$ cat src/rtl/cp0_tlb_seq_pkg.sv
// Shared CPU definitions for the CP0 TLB-maintenance sequencer: op codes, FSM states, TLB size.
package cp0_tlb_seq_pkg;

  localparam int unsigned TLB_ENTRIES = 16;

  typedef enum logic [2:0] {
    NONE  = 3'd0,
    TLBP  = 3'd1,
    TLBR  = 3'd2,
    TLBWI = 3'd3,
    TLBWR = 3'd4
  } tlb_op_t;

  typedef enum logic [2:0] {
    StIdle,
    StProbe,
    StPwb,
    StRead,
    StRwb,
    StWrite,
    StRefetch
  } tlbseq_state_t;

endpackage

$ cat src/rtl/cp0_tlb_seq_random.sv
// CP0 Random register: free-running down-counter that wraps to the top entry at Wired or 0.
module cp0_random_reg #(
  parameter int unsigned TLB_ENTRIES = cp0_tlb_seq_pkg::TLB_ENTRIES,
  parameter int unsigned IDX_W       = $clog2(TLB_ENTRIES)
) (
  input  logic             clk,
  input  logic             rst,
  input  logic [IDX_W-1:0] wired,
  input  logic             wired_we,
  output logic [IDX_W-1:0] random
);

  localparam logic [IDX_W-1:0] TopIdx = IDX_W'(TLB_ENTRIES - 1);

  logic [IDX_W-1:0] random_q, random_d;

  // A Wired value at the top entry pins Random there, since the wrap target equals the wrap point.
  always_comb begin
    random_d = random_q - IDX_W'(1);
    if (wired_we) begin
      random_d = TopIdx;
    end else if ((random_q == wired) || (random_q == '0)) begin
      random_d = TopIdx;
    end
  end

  always_ff @(posedge clk) begin
    if (rst) begin
      random_q <= TopIdx;
    end else begin
      random_q <= random_d;
    end
  end

  assign random = random_q;

endmodule

$ cat src/rtl/cp0_tlb_seq.sv
// MEM-stage sequencer for TLBP/TLBR/TLBWI/TLBWR: stalls the pipe, drives the TLB ports,
// strobes CP0 write-back and redirects fetch after any op that may change translations.
module cp0_tlb_seq #(
  parameter int unsigned TLB_ENTRIES = cp0_tlb_seq_pkg::TLB_ENTRIES,
  parameter int unsigned IDX_W       = $clog2(TLB_ENTRIES)
) (
  input  logic                      clk,
  input  logic                      rst,
  input  cp0_tlb_seq_pkg::tlb_op_t  mem_op,
  input  logic                      mem_valid,
  input  logic [31:0]               mem_pc,
  input  logic                      wb_flush,
  input  logic [IDX_W-1:0]          cp0_index,
  input  logic [IDX_W-1:0]          cp0_wired,
  input  logic                      cp0_wired_we,
  input  logic                      tlb_s_found,
  input  logic [IDX_W-1:0]          tlb_s_index,
  output logic                      tlb_s_req,
  output logic [IDX_W-1:0]          tlb_r_idx,
  output logic                      tlb_we,
  output logic [IDX_W-1:0]          tlb_w_idx,
  output logic                      cp0_index_we,
  output logic [31:0]               cp0_index_wdata,
  output logic                      cp0_tlbr_we,
  output logic [IDX_W-1:0]          cp0_random,
  output logic                      stall,
  output logic                      refetch,
  output logic [31:0]               refetch_pc
);

  import cp0_tlb_seq_pkg::*;

  tlbseq_state_t    state_q, state_d;
  tlb_op_t          op_q;
  logic [31:0]      pc_q;
  logic             found_q;
  logic [IDX_W-1:0] sidx_q;
  logic [IDX_W-1:0] ridx_q;
  logic             accept;

  // Once accepted the op is the oldest in flight, so wb_flush only matters in the accept cycle.
  assign accept = !rst && (state_q == StIdle) && mem_valid && (mem_op != NONE) && !wb_flush;

  cp0_random_reg #(
    .TLB_ENTRIES (TLB_ENTRIES),
    .IDX_W       (IDX_W)
  ) u_random (
    .clk      (clk),
    .rst      (rst),
    .wired    (cp0_wired),
    .wired_we (cp0_wired_we),
    .random   (cp0_random)
  );

  always_ff @(posedge clk) begin
    if (rst) begin
      state_q <= StIdle;
    end else begin
      state_q <= state_d;
    end
  end

  always_ff @(posedge clk) begin
    if (rst) begin
      op_q    <= NONE;
      pc_q    <= '0;
      found_q <= 1'b0;
      sidx_q  <= '0;
      ridx_q  <= '0;
    end else begin
      if (accept) begin
        op_q <= mem_op;
        pc_q <= mem_pc;
      end
      if (state_q == StProbe) begin
        found_q <= tlb_s_found;
        sidx_q  <= tlb_s_index;
      end
      if (state_q == StRead) begin
        ridx_q <= cp0_index;
      end
    end
  end

  always_comb begin
    state_d = state_q;
    unique case (state_q)
      StIdle: begin
        if (accept) begin
          unique case (mem_op)
            TLBP:         state_d = StProbe;
            TLBR:         state_d = StRead;
            TLBWI, TLBWR: state_d = StWrite;
            default:      state_d = StIdle;
          endcase
        end
      end
      StProbe:   state_d = StPwb;
      StPwb:     state_d = StIdle;
      StRead:    state_d = StRwb;
      StRwb:     state_d = StRefetch;
      StWrite:   state_d = StRefetch;
      StRefetch: state_d = StIdle;
      default:   state_d = StIdle;
    endcase
  end

  // Everything is gated by rst so an op caught mid-flight by reset emits no strobe.
  always_comb begin
    tlb_s_req       = 1'b0;
    tlb_r_idx       = ridx_q;
    tlb_we          = 1'b0;
    tlb_w_idx       = '0;
    cp0_index_we    = 1'b0;
    cp0_index_wdata = '0;
    cp0_tlbr_we     = 1'b0;
    stall           = 1'b0;
    refetch         = 1'b0;
    refetch_pc      = '0;
    if (!rst) begin
      unique case (state_q)
        StIdle: stall = accept;
        StProbe: begin
          stall     = 1'b1;
          tlb_s_req = 1'b1;
        end
        StPwb: begin
          stall           = 1'b1;
          cp0_index_we    = 1'b1;
          cp0_index_wdata = found_q ? 32'(sidx_q) : 32'h8000_0000;
        end
        StRead: begin
          stall     = 1'b1;
          tlb_r_idx = cp0_index;
        end
        StRwb: begin
          stall       = 1'b1;
          cp0_tlbr_we = 1'b1;
        end
        StWrite: begin
          stall     = 1'b1;
          tlb_we    = 1'b1;
          tlb_w_idx = (op_q == TLBWR) ? cp0_random : cp0_index;
        end
        StRefetch: begin
          refetch    = 1'b1;
          refetch_pc = pc_q + 32'd4;
        end
        default: ;
      endcase
    end
  end

endmodule

$ cat config.mk
export PLATFORM = sky130hd
export DESIGN_NAME = cp0_tlb_seq
export DESIGN_NICKNAME = d
export VERILOG_FILES = /design/src/rtl/cp0_tlb_seq_pkg.sv /design/src/rtl/cp0_tlb_seq_random.sv /design/src/rtl/cp0_tlb_seq.sv
export SDC_FILE = /design/constraint.sdc
export NUM_CORES = 1
export LEC_CHECK = 0
export BUFFER_PORTS_ARGS = -buffer_cell sky130_fd_sc_hd__clkbuf_2
export CORE_MARGIN = 10
export CORE_UTILIZATION = 40
export CTS_CLUSTER_DIAMETER = 30
export DETAILED_ROUTE_END_ITERATION = 16
export PLACE_DENSITY = 0.69
export SYNTH_ARGS = -nofsm -noshare
export SYNTH_HDL_FRONTEND = slang
export SYNTH_SLANG_ARGS = --single-unit
$ cat constraint.sdc
create_clock -name clk -period 3.05 [get_ports clk]
set_input_delay 0.305 -clock clk [delete_from_list [all_inputs] [get_ports clk]]
set_output_delay 0.305 -clock clk [all_outputs]
set_load 0.05 [all_outputs]
==> results of run 1 <==
## cell usage in the layout, fill, tap and decap left out, types with 2 or more instances in the layout
| cell | n |
|---|---|
| mux2_2 | 4 |
| nor2_1 | 28 |
| mux2i_1 | 14 |
| buf_4 | 6 |
| o21ai_0 | 6 |
| nand2_1 | 86 |
| or4_1 | 11 |
| inv_1 | 9 |
| dfxtp_1 | 51 |
| nor4_1 | 8 |
| o31ai_1 | 10 |
| and3_1 | 9 |
| clkbuf_2 | 89 |
| xor2_1 | 9 |
| buf_12 | 18 |
| xnor2_1 | 9 |
| nand4bb_1 | 2 |
| nand2b_1 | 2 |
| ha_1 | 2 |
| nor2b_1 | 3 |
| nand4_1 | 3 |
| and4_1 | 3 |
| and2_1 | 4 |
| nor3_1 | 5 |
| or3_1 | 5 |
| a21oi_1 | 49 |
| nand3_1 | 12 |
| clkbuf_8 | 5 |
| nor3b_1 | 3 |
| conb_1 | 27 |
## layer usage
layer	share of wire (%)	GRT usage (%)	vias up	routed length (um)
met4	2.1	5.08	2	184
met2	46	23.6	122	4130
met3	11	6.19	16	998
met5	0.15	0	-	13
li1	-	-	1564	-
met1	40	16.1	1401	3600
## area by class of cell
| type | count | area [um^2] | area share (%) |
|---|---|---|---|
| clock buffer | 5 | 68.8 | 1.72 |
| multi-input combinational | 329 | 1850 | 46.2 |
| timing repair buffer | 113 | 851 | 21.3 |
| sequential | 51 | 1020 | 25.6 |
| inverter | 9 | 33.8 | 0.846 |
| tap | 102 | 128 | 3.20 |
| clock inverter | 3 | 43.8 | 1.10 |
## synth_stat cells
library cell	number
nand2_4	1
nand2_1	86
nand3b_1	1
or4_1	11
a311oi_1	1
nor3b_2	1
nand4_2	1
o21a_1	1
buf_2	6
and3_1	9
a31oi_1	1
inv_1	9
a221oi_1	1
o21ai_0	6
xnor2_1	9
ha_1	2
nor2_1	28
nand2b_1	2
nand4bb_1	2
or4_4	1
dfxtp_1	51
mux2_2	4
nor3_1	5
buf_4	28
clkbuf_1	15
nor2b_1	3
conb_1	1
nand4_1	3
o31ai_1	10
and2_1	4
a21oi_1	49
xor2_1	9
and4_2	1
nor4bb_1	1
nor3b_1	3
mux2i_1	14
nor4_1	8
nand3_1	12
or3_2	1
buf_6	3
or3_1	5
and4_1	3
o31a_1	1
nor4b_1	2
## per-stage QoR
stage,utilization (%),hold slack (ns),setup WS (ns),cells
after floorplan,-,0.432,0.240,441
after global placement,50.7,0.439,0.728,604
after detailed placement,50.7,0.450,0.665,604
after CTS,52.2,0.204,0.322,612
after global routing,52.2,0.201,0.165,612
final,52.2,0.212,0.313,612
## state kept, by name (all words and copies together) (netlist names)
register / count
op_q: 3
sidx_q: 4
pc_q: 32
u_random.random: 4
found_q: 1
ridx_q: 4
state_q: 3
## power groups by stage
stage          logic, mW  clock network (mW)  registers, mW
2_1_floorplan      0.179                   0          0.721
3_3_place_gp       0.209                   0          0.724
3_5_place_dp       0.212                   0          0.725
4_1_cts            0.212               0.485          0.710
5_1_grt            0.232               0.517          0.714
6_report           0.213               0.471          0.710
## final timing paths
check        startpoint              to  slack [ns]
max             pc_q[2]  refetch_pc[16]        0.31
min          mem_pc[13]        pc_q[13]        0.21
max reg2reg  state_q[1]        pc_q[19]        1.07
min reg2reg     pc_q[1]         pc_q[1]        0.46
## critical path: stages, from the launching register on
cell and delay [ns]:
dfxtp_1 0.42, ha_1 0.23, and3_1 0.31, nand2_4 0.16, or4_1 0.54, a21oi_1 0.16, clkbuf_2 0.31
## cell families (layout without fill, tap and decap cells)
| logic type | after synthesis | count (layout) |
|---|---|---|
| DFF | 51 | 51 |
| xor gates and xnor gates | 18 | 18 |
| adders and majority gates | 2 | 2 |
| and+or+nand+nor | 194 | 194 |
| buffers and inverters | 61 | 130 |
| muxes | 18 | 18 |
| AOI/OAI and AO/OA | 70 | 70 |
| other | 1 | 27 |
==> metrics.cfg, run 1 <==
[global_route]
grt_pass1_vias=3051
grt_pass1_wl_mm=13.9
antenna_found_initial=1
grt_max_degree=36
track_usage_pct=14.3
overflow=0

[timing]
fin_crit_sh_pct=89.7
fmax_ghz=0.365
rsz0062_at_grt=no
relSlewSlack_pct=50.1
skew_ns=0.00684
finalCriticalPeriod_ns=2.74
tns_ns=0
setup_viol=0
finalHoldViolCount=0
tightest_slew_ns=0.747
drv_slew=0

[yosys]
netlist_instances=415
synth_top_family_by_area=simple AND/OR/NAND/NOR gates
syn-mean-instance-area_um2=7.53
synth_seq_cells=51
synth-warning-count=0
yosys.area.top_type=dfxtp_1
synth-compound-area-share_pct=12.5
synthTopCellsByArea=dfxtp_1, nand2_1, a21oi_1
synth_cell_types=44
synth_xor_area_share_pct=5.04
syn_area_um2=3130
synthAdderAreaFrac_pct=0.800
synth-simple-area-share_pct=31.3
synthMuxAreaShare_pct=5.92
seq_area_frac_synth_pct=32.7
yosys.area.top_type_share_pct=32.7

[worst_hold_path]
min_path_cells=3
hold_class=in2reg

[clocking]
clk_pin_slew_ns=0.10
ctsResizeCount=0
cts_sinks=51
cts_hold_buf=0
tritoncts=built
cts_htree_levels=2
cts_made_buffers=5
worstSkewPairLatency_ns=0.30
clockBufferDepth=2
root_buffer=clkbuf_8
cts_setup_buffers=0

[floorplan]
initial_core_util_pct=40.9
fp.coreArea_um2=7650
die_area_um2=11800
fp.dieW_um=108
pin_count=135
std_cell_rows=32
die_y_um=108

[critical_path]
worstPathArrival_ns=2.43
required_ns=2.74
setup.worst_path.class=reg2out
r2r_cells=5
worst_setup_path_start_kind=register
crit_path_max_fanout=14
crit_path_end_kind=primary output

[layout]
antennaDiodeCount=0
n_fill_cell=772
stdcell_area_um2=3990
nets=564
syn_to_final_growth_pct=27.7
drive_above_1_share_pct=25.9

[power_and_ir_drop]
p_clk_share_pct=33.8
p_per_area_nw_per_um2=349
power_frac_comb_pct=15.3
p_seq_share_pct=50.9
internal_power_uw=991
p_leak_nw=1.60
netSwitchingPower_uw=403
finalPower_mw=1.39
ir_drop_mv=0.195
switching_share_pct=28.9

[drt]
num_vias=3105
drcViolationCount=0
vias_per_cell=5.07
wl_per_cell_um=14.6
detail-route-antenna-nets=0
drtIter0Drc=90
drt-total-wl_mm=8.93
drt_first_pass_iters=4

[place]
hpwl_mm=6.90
gp_congestion=0.752
place_area_um2=3880
io_buffers=107

[run_status]
outcome=complete, no violations

[run]
drv_cap=0

(Power assumes the default switching activity.)
==> run 2, diff against run 1 <==
- CORE_ASPECT_RATIO: not set -> 1.75
- MAX_ROUTING_LAYER: not set -> met4
==> run 2 against run 1 <==
  * Cell area grew 1.2%
  * Count of clock-buffer cells in the layout grew 1
  * Critical endpoint is now refetch_pc[27]
  * Worst setup slack improved by 0.027 ns
  * Largest cell class unchanged
  * Die area increased by 1.2%
  * Combinational power is essentially flat
  * Sequential power barely moved
  * Fmax rose by 1.0%
==> metrics.cfg, run 2 (synthesized netlist as in run 1, its figures left out) <==
[run_status]
outcome=complete, no violations

[layout]
nets=563
syn_to_final_growth_pct=29.2
antennaDiodeCount=0
largest_reg_flops=32
regMostFlops=pc_q
mostFrequentLayoutCells=nand2_1, clkbuf_2, dfxtp_1, a21oi_1, nor2_1
drive_above_1_share_pct=25.5
final_cells=597
stdcell_area_um2=4040
fin_util_pct=53.0

[place]
place_area_um2=3900
hpwl_mm=7.10
io_buffers=107
placed_cells=589
gp_congestion=0.778

[timing]
drv_slew=0
rsz0062_at_grt=no
tns_ns=0
fin_crit_sh_pct=88.9
skew_ns=0.00728
fmax_ghz=0.369
setup_viol=0
finalCriticalPeriod_ns=2.71
relSlewSlack_pct=49.6
tightest_slew_ns=0.755
finalHoldViolCount=0

[power_and_ir_drop]
netSwitchingPower_uw=421
internal_power_mw=1.05
p_leak_nw=1.61
power_frac_comb_pct=14.4
p_per_area_nw_per_um2=364
p_clk_share_pct=37.3
p_seq_share_pct=48.3
ir_drop_mv=0.318
switching_share_pct=28.6

[drt]
vias_per_cell=5.24
detail-route-antenna-nets=0
num_vias=3130
drt_first_pass_iters=4
drcViolationCount=0
drtIter0Drc=139
drt-total-wl_mm=9.00
wl_per_cell_um=15.1

[global_route]
grt_pass1_wl_mm=14.3
grt_pass1_vias=3136
overflow=0
grt_max_degree=36
antenna_found_initial=0
track_usage_pct=15.0

[critical_path]
setup.worst_path.class=reg2out
rrSetupSlack_ns=1.30
r2r-end=pc_q[21]
r2r_cells=5
crit_start=pc_q[6]
crit_path_end_kind=primary output
required_ns=2.74
r2r_start=state_q[1]
crit_path_max_fanout=16
worstPathArrival_ns=2.41
crit_end=refetch_pc[27]
worst_setup_path_start_kind=register

[clocking]
cts_sinks=51
ctsResizeCount=0
worstSkewPairLatency_ns=0.29
tritoncts=built
cts_made_buffers=5
cts_hold_buf=0
clockBufferDepth=2
cts_htree_levels=2
root_buffer=clkbuf_16
cts_setup_buffers=0
clk_pin_slew_ns=0.06

[floorplan]
die_y_um=137
initial_core_util_pct=41.0
fp.dieW_um=86.8
fp.coreArea_um2=7620
std_cell_rows=42
pin_count=135
die_area_um2=11900

[worst_hold_path]
hp-start=mem_pc[1]
hold_class=in2reg

[run]
drv_cap=0

-- run 2: cell types whose count changed in the layout (fill, tap and decap cells not counted), moves of 3 or more --
cell,delta
clkbuf_8,-5
clkbuf_16,+5
buf_12,+3
clkbuf_2,-3
-- run 2: power by group through the flow --
stage | combinational [mW] | sequential (mW) | clock [mW]
after global placement | 0.209 | 0.724 | 0
after detailed placement | 0.212 | 0.725 | 0
after floorplan | 0.179 | 0.721 | 0
final | 0.212 | 0.710 | 0.548
after CTS | 0.212 | 0.710 | 0.560
after global routing | 0.231 | 0.714 | 0.585
-- run 2: worst max-delay path, cell delays in order (launching register included) --
cell and delay, ns:
dfxtp_1 0.43, and3_1 0.30, nand2_1 0.33, or4_1 0.56, a21oi_1 0.30, buf_12 0.18
-- run 2: final cells by class --
cell class	instances	area [um^2]
fill	746	3580
sequential	51	1020
timing repair buffer	112	888
clock buffer	6	129
tap	88	110
clock inverter	2	12.5
multi-input combinational	329	1850
inverter	9	33.8
-- run 2: worst min path at each step --
stage	to	slack (ns)	cells after the start
floorplan	op_q[2]	0.43	2
global placement	pc_q[1]	0.44	2
detailed placement	pc_q[1]	0.45	2
CTS	pc_q[19]	0.22	3
global route	pc_q[10]	0.22	3
finish	pc_q[1]	0.23	3
-- run 2: metrics by stage --
| step | hold slack [ns] | setup slack, ns | total power, mW |
|---|---|---|---|
| after floorplan | 0.432 | 0.240 | 0.900 |
| after global placement | 0.439 | 0.722 | 0.933 |
| after detailed placement | 0.446 | 0.671 | 0.937 |
| after CTS | 0.224 | 0.354 | 1.48 |
| after global routing | 0.220 | 0.172 | 1.53 |
| final | 0.232 | 0.340 | 1.47 |
-- run 2: layer usage --
metal / vias to the layer above / GRT usage, % / routed length (um)
met5: - / - / 0
met4: 0 / 5.15 / 124
met3: 11 / 5.77 / 877
met2: 112 / 26.7 / 4810
met1: 1446 / 14.2 / 3190
li1: 1561 / - / -
